--- config.mk ---
export PLATFORM = sky130hd
export DESIGN_NAME = alu_cmd_driver
export DESIGN_NICKNAME = d
export VERILOG_FILES = /design/src/rtl/alu_pkg.sv /design/src/rtl/alu_ref_model.sv /design/src/rtl/alu_cmd_driver.sv
export SDC_FILE = /design/constraint.sdc
export NUM_CORES = 1
export LEC_CHECK = 0
export ABC_CLOCK_PERIOD_IN_PS = 2400
export BUFFER_PORTS_ARGS = -buffer_cell sky130_fd_sc_hd__clkbuf_2
export CORE_MARGIN = 10
export CORE_UTILIZATION = 35
export DETAILED_ROUTE_END_ITERATION = 10
export PLACE_DENSITY = 0.52
export SLEW_MARGIN = 15
export SYNTH_ARGS = -nofsm -noshare
export SYNTH_HDL_FRONTEND = slang
export SYNTH_SLANG_ARGS = --single-unit
--- constraint.sdc ---
create_clock -name clock -period 2.4 [get_ports clock]
set_input_delay 0.24 -clock clock [delete_from_list [all_inputs] [get_ports clock]]
set_output_delay 0.24 -clock clock [all_outputs]
set_load 0.03 [all_outputs]
--- src/rtl/alu_pkg.sv ---
// rtl/alu_pkg.sv - shared opcode, button index and FSM state definitions for the ALU command driver
//
// Purpose: constants shared by alu_cmd_driver, alu_ref_model and the toplevel bench.
// Ports: none (package).
package alu_pkg;

  // ALU opcodes as entered on the switches
  localparam logic [5:0] OP_ADD = 6'b100000;
  localparam logic [5:0] OP_SUB = 6'b100010;
  localparam logic [5:0] OP_AND = 6'b100100;
  localparam logic [5:0] OP_OR  = 6'b100101;
  localparam logic [5:0] OP_XOR = 6'b100110;
  localparam logic [5:0] OP_SRA = 6'b000011;
  localparam logic [5:0] OP_SRL = 6'b000010;
  localparam logic [5:0] OP_NOR = 6'b100111;

  // Button index per field; the field counter walks these in order
  localparam int BTN_A  = 0;
  localparam int BTN_B  = 1;
  localparam int BTN_OP = 2;

  // Driver FSM states
  typedef logic [2:0] state_t;
  localparam state_t ST_IDLE    = 3'd0;
  localparam state_t ST_SETUP   = 3'd1;
  localparam state_t ST_PRESS   = 3'd2;
  localparam state_t ST_RELEASE = 3'd3;
  localparam state_t ST_SETTLE  = 3'd4;
  localparam state_t ST_RESP    = 3'd5;

endpackage

--- src/rtl/alu_ref_model.sv ---
// rtl/alu_ref_model.sv - combinational reference ALU producing the expected LED value
//
// Purpose: computes the low NB_AB bits of the ALU result for a command, and flags
//          whether the opcode belongs to the known set.
// Ports:
//   i_a, i_b, i_op  in  NB_OP  operands and opcode
//   o_result        out NB_AB  expected LED value
//   o_known         out 1      opcode is one of the package opcodes
module alu_ref_model
  import alu_pkg::*;
#(
  parameter int NB_OP = 6,
  parameter int NB_AB = 4
) (
  input  logic [NB_OP-1:0] i_a,
  input  logic [NB_OP-1:0] i_b,
  input  logic [NB_OP-1:0] i_op,
  output logic [NB_AB-1:0] o_result,
  output logic             o_known
);

  logic [NB_AB-1:0] a_lo;
  logic [NB_AB-1:0] b_lo;
  logic [NB_AB-1:0] srl_lo;
  logic [NB_AB-1:0] sra_lo;

  assign a_lo = i_a[NB_AB-1:0];
  assign b_lo = i_b[NB_AB-1:0];

  // Only the low result bits are built: bit i of a right shift by b is a[i+b],
  // or the fill bit (0 / sign) once i+b runs past the operand.
  always_comb begin
    srl_lo = '0;
    sra_lo = '0;
    for (int i = 0; i < NB_AB; i++) begin
      srl_lo[i] = 1'b0;
      sra_lo[i] = i_a[NB_OP-1];
      for (int j = i; j < NB_OP; j++) begin
        if (i_b == NB_OP'(j - i)) begin
          srl_lo[i] = i_a[j];
          sra_lo[i] = i_a[j];
        end
      end
    end
  end

  always_comb begin
    o_result = '0;
    o_known  = 1'b1;
    case (i_op)
      OP_ADD:  o_result = a_lo + b_lo;
      OP_SUB:  o_result = a_lo - b_lo;
      OP_AND:  o_result = a_lo & b_lo;
      OP_OR:   o_result = a_lo | b_lo;
      OP_XOR:  o_result = a_lo ^ b_lo;
      OP_NOR:  o_result = ~(a_lo | b_lo);
      OP_SRA:  o_result = sra_lo;
      OP_SRL:  o_result = srl_lo;
      default: o_known  = 1'b0;
    endcase
  end

endmodule

--- src/rtl/alu_cmd_driver.sv ---
// rtl/alu_cmd_driver.sv - replays one (A, B, op) command as switch/button presses and returns the LED result
//
// Purpose: accepts a command, drives A/B/op onto o_sw with a press on btn[0]/[1]/[2]
//          for each, waits for the ALU to settle, captures i_led and returns it.
// Ports:
//   clock, i_reset                         clock and synchronous active-high reset
//   i_cmd_valid/o_cmd_ready, i_cmd_a/b/op  command handshake and fields
//   o_sw, o_btn                            switch and button drive toward the ALU
//   i_led                                  ALU LED result
//   o_rsp_valid/i_rsp_ready, o_rsp_data    response handshake and captured LEDs
//   o_rsp_err                              result mismatch flag
// Configuration: define ALU_DRV_CHECK_EN to build the reference model and drive
//                o_rsp_err; otherwise o_rsp_err is constant 0.
module alu_cmd_driver
  import alu_pkg::*;
#(
  parameter int NB_OP      = 6,
  parameter int NB_BTN     = 3,
  parameter int NB_AB      = 4,
  parameter int HOLD_CYC   = 4,
  parameter int SETTLE_CYC = 8
) (
  input  logic              clock,
  input  logic              i_reset,
  input  logic              i_cmd_valid,
  output logic              o_cmd_ready,
  input  logic [NB_OP-1:0]  i_cmd_a,
  input  logic [NB_OP-1:0]  i_cmd_b,
  input  logic [NB_OP-1:0]  i_cmd_op,
  output logic [NB_OP-1:0]  o_sw,
  output logic [NB_BTN-1:0] o_btn,
  input  logic [NB_AB-1:0]  i_led,
  output logic              o_rsp_valid,
  input  logic              i_rsp_ready,
  output logic [NB_AB-1:0]  o_rsp_data,
  output logic              o_rsp_err
);

  localparam int MAX_CYC = (HOLD_CYC > SETTLE_CYC) ? HOLD_CYC : SETTLE_CYC;
  localparam int CNT_W   = $clog2(MAX_CYC) + 1;
  localparam logic [CNT_W-1:0] HOLD_LAST   = CNT_W'(HOLD_CYC - 1);
  localparam logic [CNT_W-1:0] SETTLE_LAST = CNT_W'(SETTLE_CYC - 1);

  state_t             state_q, state_d;
  logic [1:0]         fld_q, fld_d;
  logic [CNT_W-1:0]   cnt_q, cnt_d;
  logic [NB_OP-1:0]   a_q, a_d;
  logic [NB_OP-1:0]   b_q, b_d;
  logic [NB_OP-1:0]   op_q, op_d;
  logic               cmd_ready_q, cmd_ready_d;
  logic [NB_OP-1:0]   sw_q, sw_d;
  logic [NB_BTN-1:0]  btn_q, btn_d;
  logic               rsp_valid_q, rsp_valid_d;
  logic [NB_AB-1:0]   rsp_data_q, rsp_data_d;
  logic               rsp_err_q, rsp_err_d;

  logic [1:0]         fld_next;
  logic [NB_OP-1:0]   field_next;
  logic               chk_err;

`ifdef ALU_DRV_CHECK_EN
  logic [NB_AB-1:0] exp_res;
  logic             exp_known;

  alu_ref_model #(
    .NB_OP (NB_OP),
    .NB_AB (NB_AB)
  ) u_ref_model (
    .i_a      (a_q),
    .i_b      (b_q),
    .i_op     (op_q),
    .o_result (exp_res),
    .o_known  (exp_known)
  );

  // Unknown opcodes have no defined result, so they never flag an error
  assign chk_err = exp_known && (i_led != exp_res);
`else
  assign chk_err = 1'b0;
`endif

  // Switch value for the field entered after the current RELEASE
  assign fld_next = fld_q + 2'd1;
  always_comb begin
    field_next = op_q;
    case (fld_next)
      2'(BTN_A): field_next = a_q;
      2'(BTN_B): field_next = b_q;
      default:   field_next = op_q;
    endcase
  end

  // Outputs are computed from the next state so every output is a flop.
  // Switches only change on SETUP entry and buttons only on PRESS/RELEASE
  // entry, so o_sw and o_btn never move on the same edge.
  always_comb begin
    state_d     = state_q;
    fld_d       = fld_q;
    cnt_d       = cnt_q;
    a_d         = a_q;
    b_d         = b_q;
    op_d        = op_q;
    cmd_ready_d = cmd_ready_q;
    sw_d        = sw_q;
    btn_d       = btn_q;
    rsp_valid_d = rsp_valid_q;
    rsp_data_d  = rsp_data_q;
    rsp_err_d   = rsp_err_q;

    case (state_q)
      ST_IDLE: begin
        if (i_cmd_valid && cmd_ready_q) begin
          a_d         = i_cmd_a;
          b_d         = i_cmd_b;
          op_d        = i_cmd_op;
          fld_d       = 2'(BTN_A);
          cnt_d       = '0;
          cmd_ready_d = 1'b0;
          sw_d        = i_cmd_a;
          btn_d       = '0;
          state_d     = ST_SETUP;
        end
      end
      ST_SETUP: begin
        if (cnt_q == HOLD_LAST) begin
          cnt_d   = '0;
          btn_d   = NB_BTN'(1) << fld_q;
          state_d = ST_PRESS;
        end else begin
          cnt_d = cnt_q + 1'b1;
        end
      end
      ST_PRESS: begin
        if (cnt_q == HOLD_LAST) begin
          cnt_d   = '0;
          btn_d   = '0;
          state_d = ST_RELEASE;
        end else begin
          cnt_d = cnt_q + 1'b1;
        end
      end
      ST_RELEASE: begin
        if (cnt_q == HOLD_LAST) begin
          cnt_d = '0;
          if (fld_q == 2'(BTN_OP)) begin
            sw_d    = op_q;
            state_d = ST_SETTLE;
          end else begin
            fld_d   = fld_next;
            sw_d    = field_next;
            state_d = ST_SETUP;
          end
        end else begin
          cnt_d = cnt_q + 1'b1;
        end
      end
      ST_SETTLE: begin
        if (cnt_q == SETTLE_LAST) begin
          cnt_d       = '0;
          rsp_valid_d = 1'b1;
          rsp_data_d  = i_led;
          rsp_err_d   = chk_err;
          state_d     = ST_RESP;
        end else begin
          cnt_d = cnt_q + 1'b1;
        end
      end
      ST_RESP: begin
        if (i_rsp_ready) begin
          rsp_valid_d = 1'b0;
          cmd_ready_d = 1'b1;
          state_d     = ST_IDLE;
        end
      end
      default: begin
        state_d     = ST_IDLE;
        cnt_d       = '0;
        btn_d       = '0;
        cmd_ready_d = 1'b1;
        rsp_valid_d = 1'b0;
      end
    endcase
  end

  always_ff @(posedge clock) begin
    if (i_reset) begin
      state_q     <= ST_IDLE;
      fld_q       <= '0;
      cnt_q       <= '0;
      a_q         <= '0;
      b_q         <= '0;
      op_q        <= '0;
      cmd_ready_q <= 1'b1;
      sw_q        <= '0;
      btn_q       <= '0;
      rsp_valid_q <= 1'b0;
      rsp_data_q  <= '0;
      rsp_err_q   <= 1'b0;
    end else begin
      state_q     <= state_d;
      fld_q       <= fld_d;
      cnt_q       <= cnt_d;
      a_q         <= a_d;
      b_q         <= b_d;
      op_q        <= op_d;
      cmd_ready_q <= cmd_ready_d;
      sw_q        <= sw_d;
      btn_q       <= btn_d;
      rsp_valid_q <= rsp_valid_d;
      rsp_data_q  <= rsp_data_d;
      rsp_err_q   <= rsp_err_d;
    end
  end

  assign o_cmd_ready = cmd_ready_q;
  assign o_sw        = sw_q;
  assign o_btn       = btn_q;
  assign o_rsp_valid = rsp_valid_q;
  assign o_rsp_data  = rsp_data_q;
  assign o_rsp_err   = rsp_err_q;

endmodule

# Word-level counts from Yosys, hierarchy flattened
# Cells that the tools add are included.
# op_classes
add_sub_neg	2
n_mul	0
n_div	0
magnitude_cmp	0
eq_ne	16
shifts	1
muxes	31
bitwise	4
n_reduce_logical	17
# ops
cell	count
$mux W3	10
$pmux W6 S2	2
$mux W6	3
$pmux W3 S6	1
$pmux W4 S4	1
$ne A2 B2 Y1 const B	7
$mux W4	3
$pmux W3 S4	1
$reduce_and A3 Y1	3
$reduce_and A4 Y1	2
$reduce_or A4 Y1	2
$eq A3 B2 Y1 const B	2
$eq A3 B3 Y1 const B	2
$mux W2	3
$pmux W1 S3	2
$reduce_and A2 Y1	3
$reduce_and A6 Y1	1
$reduce_or A3 Y1	2
$add A4 B1 Y4 const B	1
$eq A4 B2 Y1 const B	1
$eq A4 B3 Y1 const B	1
$mux W1	4
$not A1 Y1	4
$pmux W2 S2	1
other kinds (9)	9
# word_totals
ff_bits	42
latch_bits	0
mem_bits_rw	0
rom_bits	0
in_bits	26
output_inout_bits	16
wordCells	82
n_memories	0

# Depth between registers and ports, before layout
# Gate-level depths: netlist (run 1).
# logic_depth
word_depth	6
depth_mapped	8
mapped_depth_nobuf	6

# Worst setup path after synthesis (run 1)
# Ideal clock, no wire load.
# synth_timing
kind	register to register
startpoint	register cnt_q[0]
endpoint	register btn_q[2] (netlist: o_btn[2])
setup_ns	0.117
arrival_ns	1.692
required_time_ns	2.283
path_slack_ns	0.591
stages_incl_launch_ff	6
path_buffers	0
period_less_slack_ns	1.809
path_cell_list	dfxtp_1 -> ha_1 -> or3b_1 -> mux2_2 -> o221a_1 -> a22o_1
# synth_between
elab_chain_len	3
elab_cells_between_ends	4
cone_classes	eq/ne (3); reduce/logical (1)
# synth_rtl
item	line_no	rtl
from (decl)	alu_cmd_driver.sv:46	logic [CNT_W-1:0] cnt_q, cnt_d;
from (signal assigned)	alu_cmd_driver.sv:202	cnt_q <= cnt_d;
$eq A4 B2 Y1 *	alu_cmd_driver.sv:125, alu_cmd_driver.sv:134	
$ne A2 B2 Y1 (no source line)	--	
$reduce_and A4 Y1 (no source line) *	--	
to (signal assigned)	alu_cmd_driver.sv:208	btn_q <= btn_d;
to (decl)	alu_cmd_driver.sv:52	logic [NB_BTN-1:0] btn_q, btn_d;
# Every way passes the cells marked *; elsewhere a longest branch is shown, timed or not.
# A chain may end at the register's enable or synchronous reset.

# Final worst setup path (run 1)
# layout_timing
startpoint	register cnt_q[0]
endpoint	register btn_q[1] (netlist: o_btn[1])
# Same word-level chain as after synthesis.

==> flow_summary.yaml, run 1 <==
clock_network:
  cts_root_buf: "clkbuf_8"
  clockBufferDepth: 2
  htreeDepth: 2
  cts_setup_buffers: 0
  path_clk_slew_ns: 0.09
  cts.sinks: 42
  cts_buffers: 5
  cts_resized: 0
  postCtsHoldBufs: 0
  cts_tree: "done"
  clk_latency_ns: 0.30
sta:
  hold_viol: 0
  fmax_ghz: 0.516
  rsz0062_at_grt: "false"
  setup_viol_count_final: 0
  hold_ws_ns: 0.148
  worst_slack_ns: 0.462
  final.setup.tns_ns: 0
  timing.final.crit_share_pct: 80.8
  clock_skew_ns: 0.00959
  timing.slew.headroom_pct: 62.2
  worst-slew-pin-transition_ns: 0.566
  slew_viol_final: 0
  period_minus_slack_ns: 1.94
pwr:
  p_comb_share_pct: 14.4
  power.share.clock_pct: 36.4
  p_leak_nw: 0.957
  internal_power_mw: 1.13
  swShare_pct: 27.2
  vdd_drop_max_mv: 0.335
  p_total_mw: 1.55
  p_seq_share_pct: 49.2
  power_switching_mw: 0.422
  cellPowerDensity_nw_per_um2: 659
finish:
  postLayoutCellArea_um2: 2360
  diodes: 0
  num-nets-final: 310
  area_growth_pct: 18.4
  drive_gt1_share_pct: 21.4
synth:
  synth.most_common_cell: "nand2_1"
  ys_async_sr_fraction_pct: 0
  synth-main-ff-cell: "dfxtp_1"
  synth_top_area_cell: "dfxtp_1"
  avgSynthCellArea_um2: 8.15
  yosysTopAreaCellShare_pct: 42.3
  synth_area_leaders: "dfxtp_1, nand2_1, a21oi_1"
  syn_area_um2: 1990
  synth_nets: 275
  yosysWarnings: 0
  synth-edff-count: 0
  synth-seq-cells: 42
  ys_seq_area_share_pct: 42.3
  synth_commonest_cells: "nand2_1, dfxtp_1, a21oi_1, nor2_1"
  yosys.cell_types.count: 43
  synth_cells: 244
critical_path:
  critPathKind: "reg -> reg"
  required_ns: 2.60
  critPathLaunchType: "flip-flop"
  worstPathArrival_ns: 2.13
  end_kind: "flip-flop"
  crit_start: "cnt_q[0]"
  r2r-start: "cnt_q[0]"
  cp_max_fo: 7
placement:
  place_area_um2: 2250
  io_buffers: 40
  place_congestion: 0.777
  dp_hpwl_um: 3700
  place_ws_ns: 0.483
route:
  drtAntennaViolNets: 0
  first_pass_iters: 4
  route.detailed.drc: 0
  wirelength_um: 5120
  wl_per_cell_um: 14.5
  vias: 1819
  drtIter0Drc: 100
  vias_per_cell: 5.17
worst_hold_path:
  hold_path_class: "in -> reg"
  min_from: "i_cmd_b[2]"
floorplan:
  rows: 27
  die_area_um2: 9100
  die_h_um: 95.4
  top_level_ports: 42
  coreArea_um2: 5510
  fp.dieW_um: 95.4
  start_util_pct: 36.1
job:
  drv_cap: 0
grt:
  grt_pass1_vias: 1831
  grt_antenna_before_repair: 0
  overflow: 0
  grt_start_max_net_pins: 27
  grt_util_all_layers_pct: 11.8
  grt_pass1_wl_um: 8740
outcome:
  status: "completed"
==> cell type report <==
type,count,area (um2)
inverter,3,11.3
sequential,42,841
fill,609,3150
multi-input combinational,180,1050
tap,72,90.1
clock inverter,3,40.0
clock buffer,5,68.8
timing repair buffer,47,253
==> state kept, by name (all words and copies together) (netlist names) <==
name         cells
o_rsp_valid      1
b_q              6
o_sw             6
fld_q            2
state_q          3
cnt_q            4
o_btn            3
op_q             6
a_q              6
o_rsp_data       4
o_cmd_ready      1
==> cells in the final DEF, fill, tap and decap left out, types with 3 or more instances in the layout <==
cell type and count:
inv_1 3, nand2_1 45, clkbuf_8 5, a22o_1 3
o311a_1 6, ha_1 5, o21ai_0 3, mux2i_1 5
nor2_1 26, a221oi_1 6, nand3_1 4, nor3_1 9
a21oi_1 29, buf_4 7, o22ai_1 3, dfxtp_1 42
a211oi_1 3, clkbuf_2 40
==> cell families (layout without fill, tap and decap cells) <==
group                      after synthesis  count (layout)  synth area share, %
AOI/OAI and AO/OA                       66              66                 22.8
xor gates and xnor gates                 2               2                0.881
adders and majority gates                5               5                 3.14
buffers and inverters                   22              58                 4.84
DFF                                     42              42                 42.3
muxes                                    6               6                 3.08
other                                    1               1                0.188
and+or+nand+nor                        100             100                 22.8
==> worst paths after layout <==
path | end | slack (ns) | cells after the start
setup / recovery | o_btn[1] | 0.46 | 5
hold / removal | b_q[2] | 0.15 | 3
setup reg to reg | o_btn[1] | 0.46 | 5
hold reg to reg | op_q[5] | 0.46 | 2
==> per-stage QoR <==
step,util (%),instances
floorplan,-,244
global placement,40.8,344
detailed placement,40.8,344
CTS,42.8,352
global route,42.8,352
finish,42.8,352
==> worst max-delay path, cell delays in order, from the launching register on <==
cell and delay (ns):
dfxtp_1 0.37, ha_1 0.27, or3b_1 0.42, mux2_2 0.28, o221a_1 0.27, a22o_1 0.23
==> power by group through the flow <==
| stage | logic [mW] | clock network [mW] | registers (mW) |
|---|---|---|---|
| after global routing | 0.253 | 0.621 | 0.771 |
| after global placement | 0.228 | 0 | 0.781 |
| after detailed placement | 0.229 | 0 | 0.781 |
| final | 0.224 | 0.565 | 0.764 |
| after CTS | 0.230 | 0.582 | 0.765 |
| after floorplan | 0.136 | 0 | 0.796 |
==> metal layers <==
metal  global-route usage [%]  wire length (um)  vias up  part of all wire (%)
met5                        0                 0        -                     0
met4                     4.55                45        0                  0.88
met3                     3.46               252        6                   4.9
met2                     18.2              2390       35                    47
met1                     15.3              2430      850                    47
li1                         -                 -      928                     -
Power figures use the tool's default switching activity.
==> run 2, diff against run 1 <==
ABC_CLOCK_PERIOD_IN_PS = 1600   (was 2400)
PLACE_DENSITY = 0.54   (was 0.52)
clock period = 1.6 ns   (was 2.4 ns; I/O delays follow)
==> run 2 against run 1 <==
  * Highest routed layer unchanged
  * Utilization increased by 7.0 points
  * Sequential share of layout area decreased by 4.7 points
  * The run now ends with negative setup slack left
  * Count of clock-buffer cells in the layout increased by 2
  * Largest power group unchanged
  * Design area increased by 16%
  * Maximum frequency increased by 13%
  * Clock skew decreased by 0.0060 ns
  * Largest cell class unchanged
  * Clock power increased by 25%
  * Register-to-register slack got worse by 0.57 ns
  * Critical path depth unchanged
==> flow_summary.yaml, run 2 (synthesis gave the netlist of run 1 again) <==
worst_hold_path:
  hold_path_class: "in -> reg"
  holdPathStages: 3
  min_from: "i_cmd_op[0]"
grt:
  grt_start_max_net_pins: 20
  grt_pass1_wl_um: 9050
  grt_util_all_layers_pct: 12.3
  grt_antenna_before_repair: 0
  grt_pass1_vias: 1960
  overflow: 0
clock_network:
  htreeDepth: 2
  path_clk_slew_ns: 0.08
  cts_buffers: 5
  cts_tree: "done"
  cts_root_buf: "clkbuf_8"
  cts.sinks: 42
  clockBufferDepth: 2
  clk_latency_ns: 0.29
  postCtsHoldBufs: 0
placement:
  placed_cells: 368
  place_ws_ns: -0.128
  io_buffers: 40
  place_area_um2: 2450
  place_congestion: 0.787
  dp_hpwl_um: 3850
critical_path:
  worstPathCellList: "ha_4 -> or3b_4 -> mux2_4 -> o221a_4 -> a22o_1"
  cp_max_fo: 3
  crit_start: "cnt_q[1]"
  max_stage_delay_ns: 0.38
  worstPathArrival_ns: 1.90
  required_ns: 1.79
  crit_slowest_cell: "or3b_4"
  critPathLaunchType: "flip-flop"
  r2r_cells: 5
  critPathKind: "reg -> reg"
  end_kind: "flip-flop"
  r2r-start: "cnt_q[1]"
outcome:
  status: "finished with violations"
  violations: "negative setup slack"
pwr:
  cellPowerDensity_nw_per_um2: 834
  p_total_mw: 2.29
  vdd_drop_max_mv: 0.336
  p_leak_nw: 1.13
sta:
  fmax_ghz: 0.585
  worst_slack_ns: -0.109
  timing.final.crit_share_pct: 107
  setup_viol_count_final: 7
  rsz0062_at_grt: "true"
  slew_viol_final: 0
  hold_ws_ns: 0.0755
  final.setup.tns_ns: -0.470
  hold_viol: 0
  period_minus_slack_ns: 1.71
  clock_skew_ns: 0.00360
finish:
  layout_common_cells: "nand2_1, clkbuf_2, dfxtp_1"
  fin_cells: 382
  area_growth_pct: 37.8
  drive_gt1_share_pct: 37.1
  num-nets-final: 340
  layout_commonest_cell: "nand2_1"
  postLayoutCellArea_um2: 2740
  postLayoutCoreUtil_pct: 49.8
  diodes: 0
floorplan:
  die_h_um: 95.4
  coreArea_um2: 5510
  die_area_um2: 9100
  start_util_pct: 36.1
  top_level_ports: 42
  rows: 27
  fp.dieW_um: 95.4
route:
  drtAntennaViolNets: 0
  drtIter0Drc: 65
  vias_per_cell: 5.04
  vias: 1927
  wl_per_cell_um: 14.4
  wirelength_um: 5510
  route.detailed.drc: 0
  first_pass_iters: 4
job:
  drv_cap: 0
run 2: power by group:
| group | switching, mW | internal (mW) | total, mW |
|---|---|---|---|
| sequential | 0.0420 | 1.10 | 1.15 |
| combinational | 0.240 | 0.196 | 0.435 |
| clock | 0.357 | 0.348 | 0.705 |
| total | 0.639 | 1.65 | 2.29 |
run 2: final cells by class:
| cell class | count | area (um2) |
|---|---|---|
| fillers | 571 | 2770 |
| multi-input cells | 180 | 1190 |
| flip-flops and latches | 42 | 848 |
| repair buffers | 77 | 513 |
| well taps | 72 | 90.1 |
| clock buffers | 7 | 86.3 |
| inverters | 3 | 11.3 |
| clock inverters | 1 | 5.00 |
run 2: metal layers:
metal	share of wire, %	wire, um	vias up	track usage [%]
li1	-	-	989	-
met1	46	2520	889	15.2
met2	47	2610	41	19.5
met3	5.2	288	8	3.61
met4	1.6	89	0	5.41
met5	0	0	-	0
run 2: final timing paths:
path              slack, ns       end
hold reg to reg        0.46    a_q[4]
setup / recovery      -0.11  o_btn[0]
hold / removal         0.08   op_q[0]
setup reg to reg      -0.11  o_btn[0]
run 2: worst max-delay path: cells and delay by family, from the launching register on:
| kind | cells | cell delay, ns |
|---|---|---|
| AO/OA/AOI/OAI | 2 | 0.47 |
| AND/OR/NAND/NOR | 1 | 0.38 |
| flip-flops | 1 | 0.36 |
| multiplexers | 1 | 0.27 |
| adder cells (fa/ha/maj) | 1 | 0.13 |
run 2: timing repair:
item,4_1_cts,5_1_grt
hold endpoints to repair,0,0
setup buffers,2,2
gates cloned,1,1
endpoints found under the setup margin,12,38
gates resized for setup,9,30
pin swaps,4,7
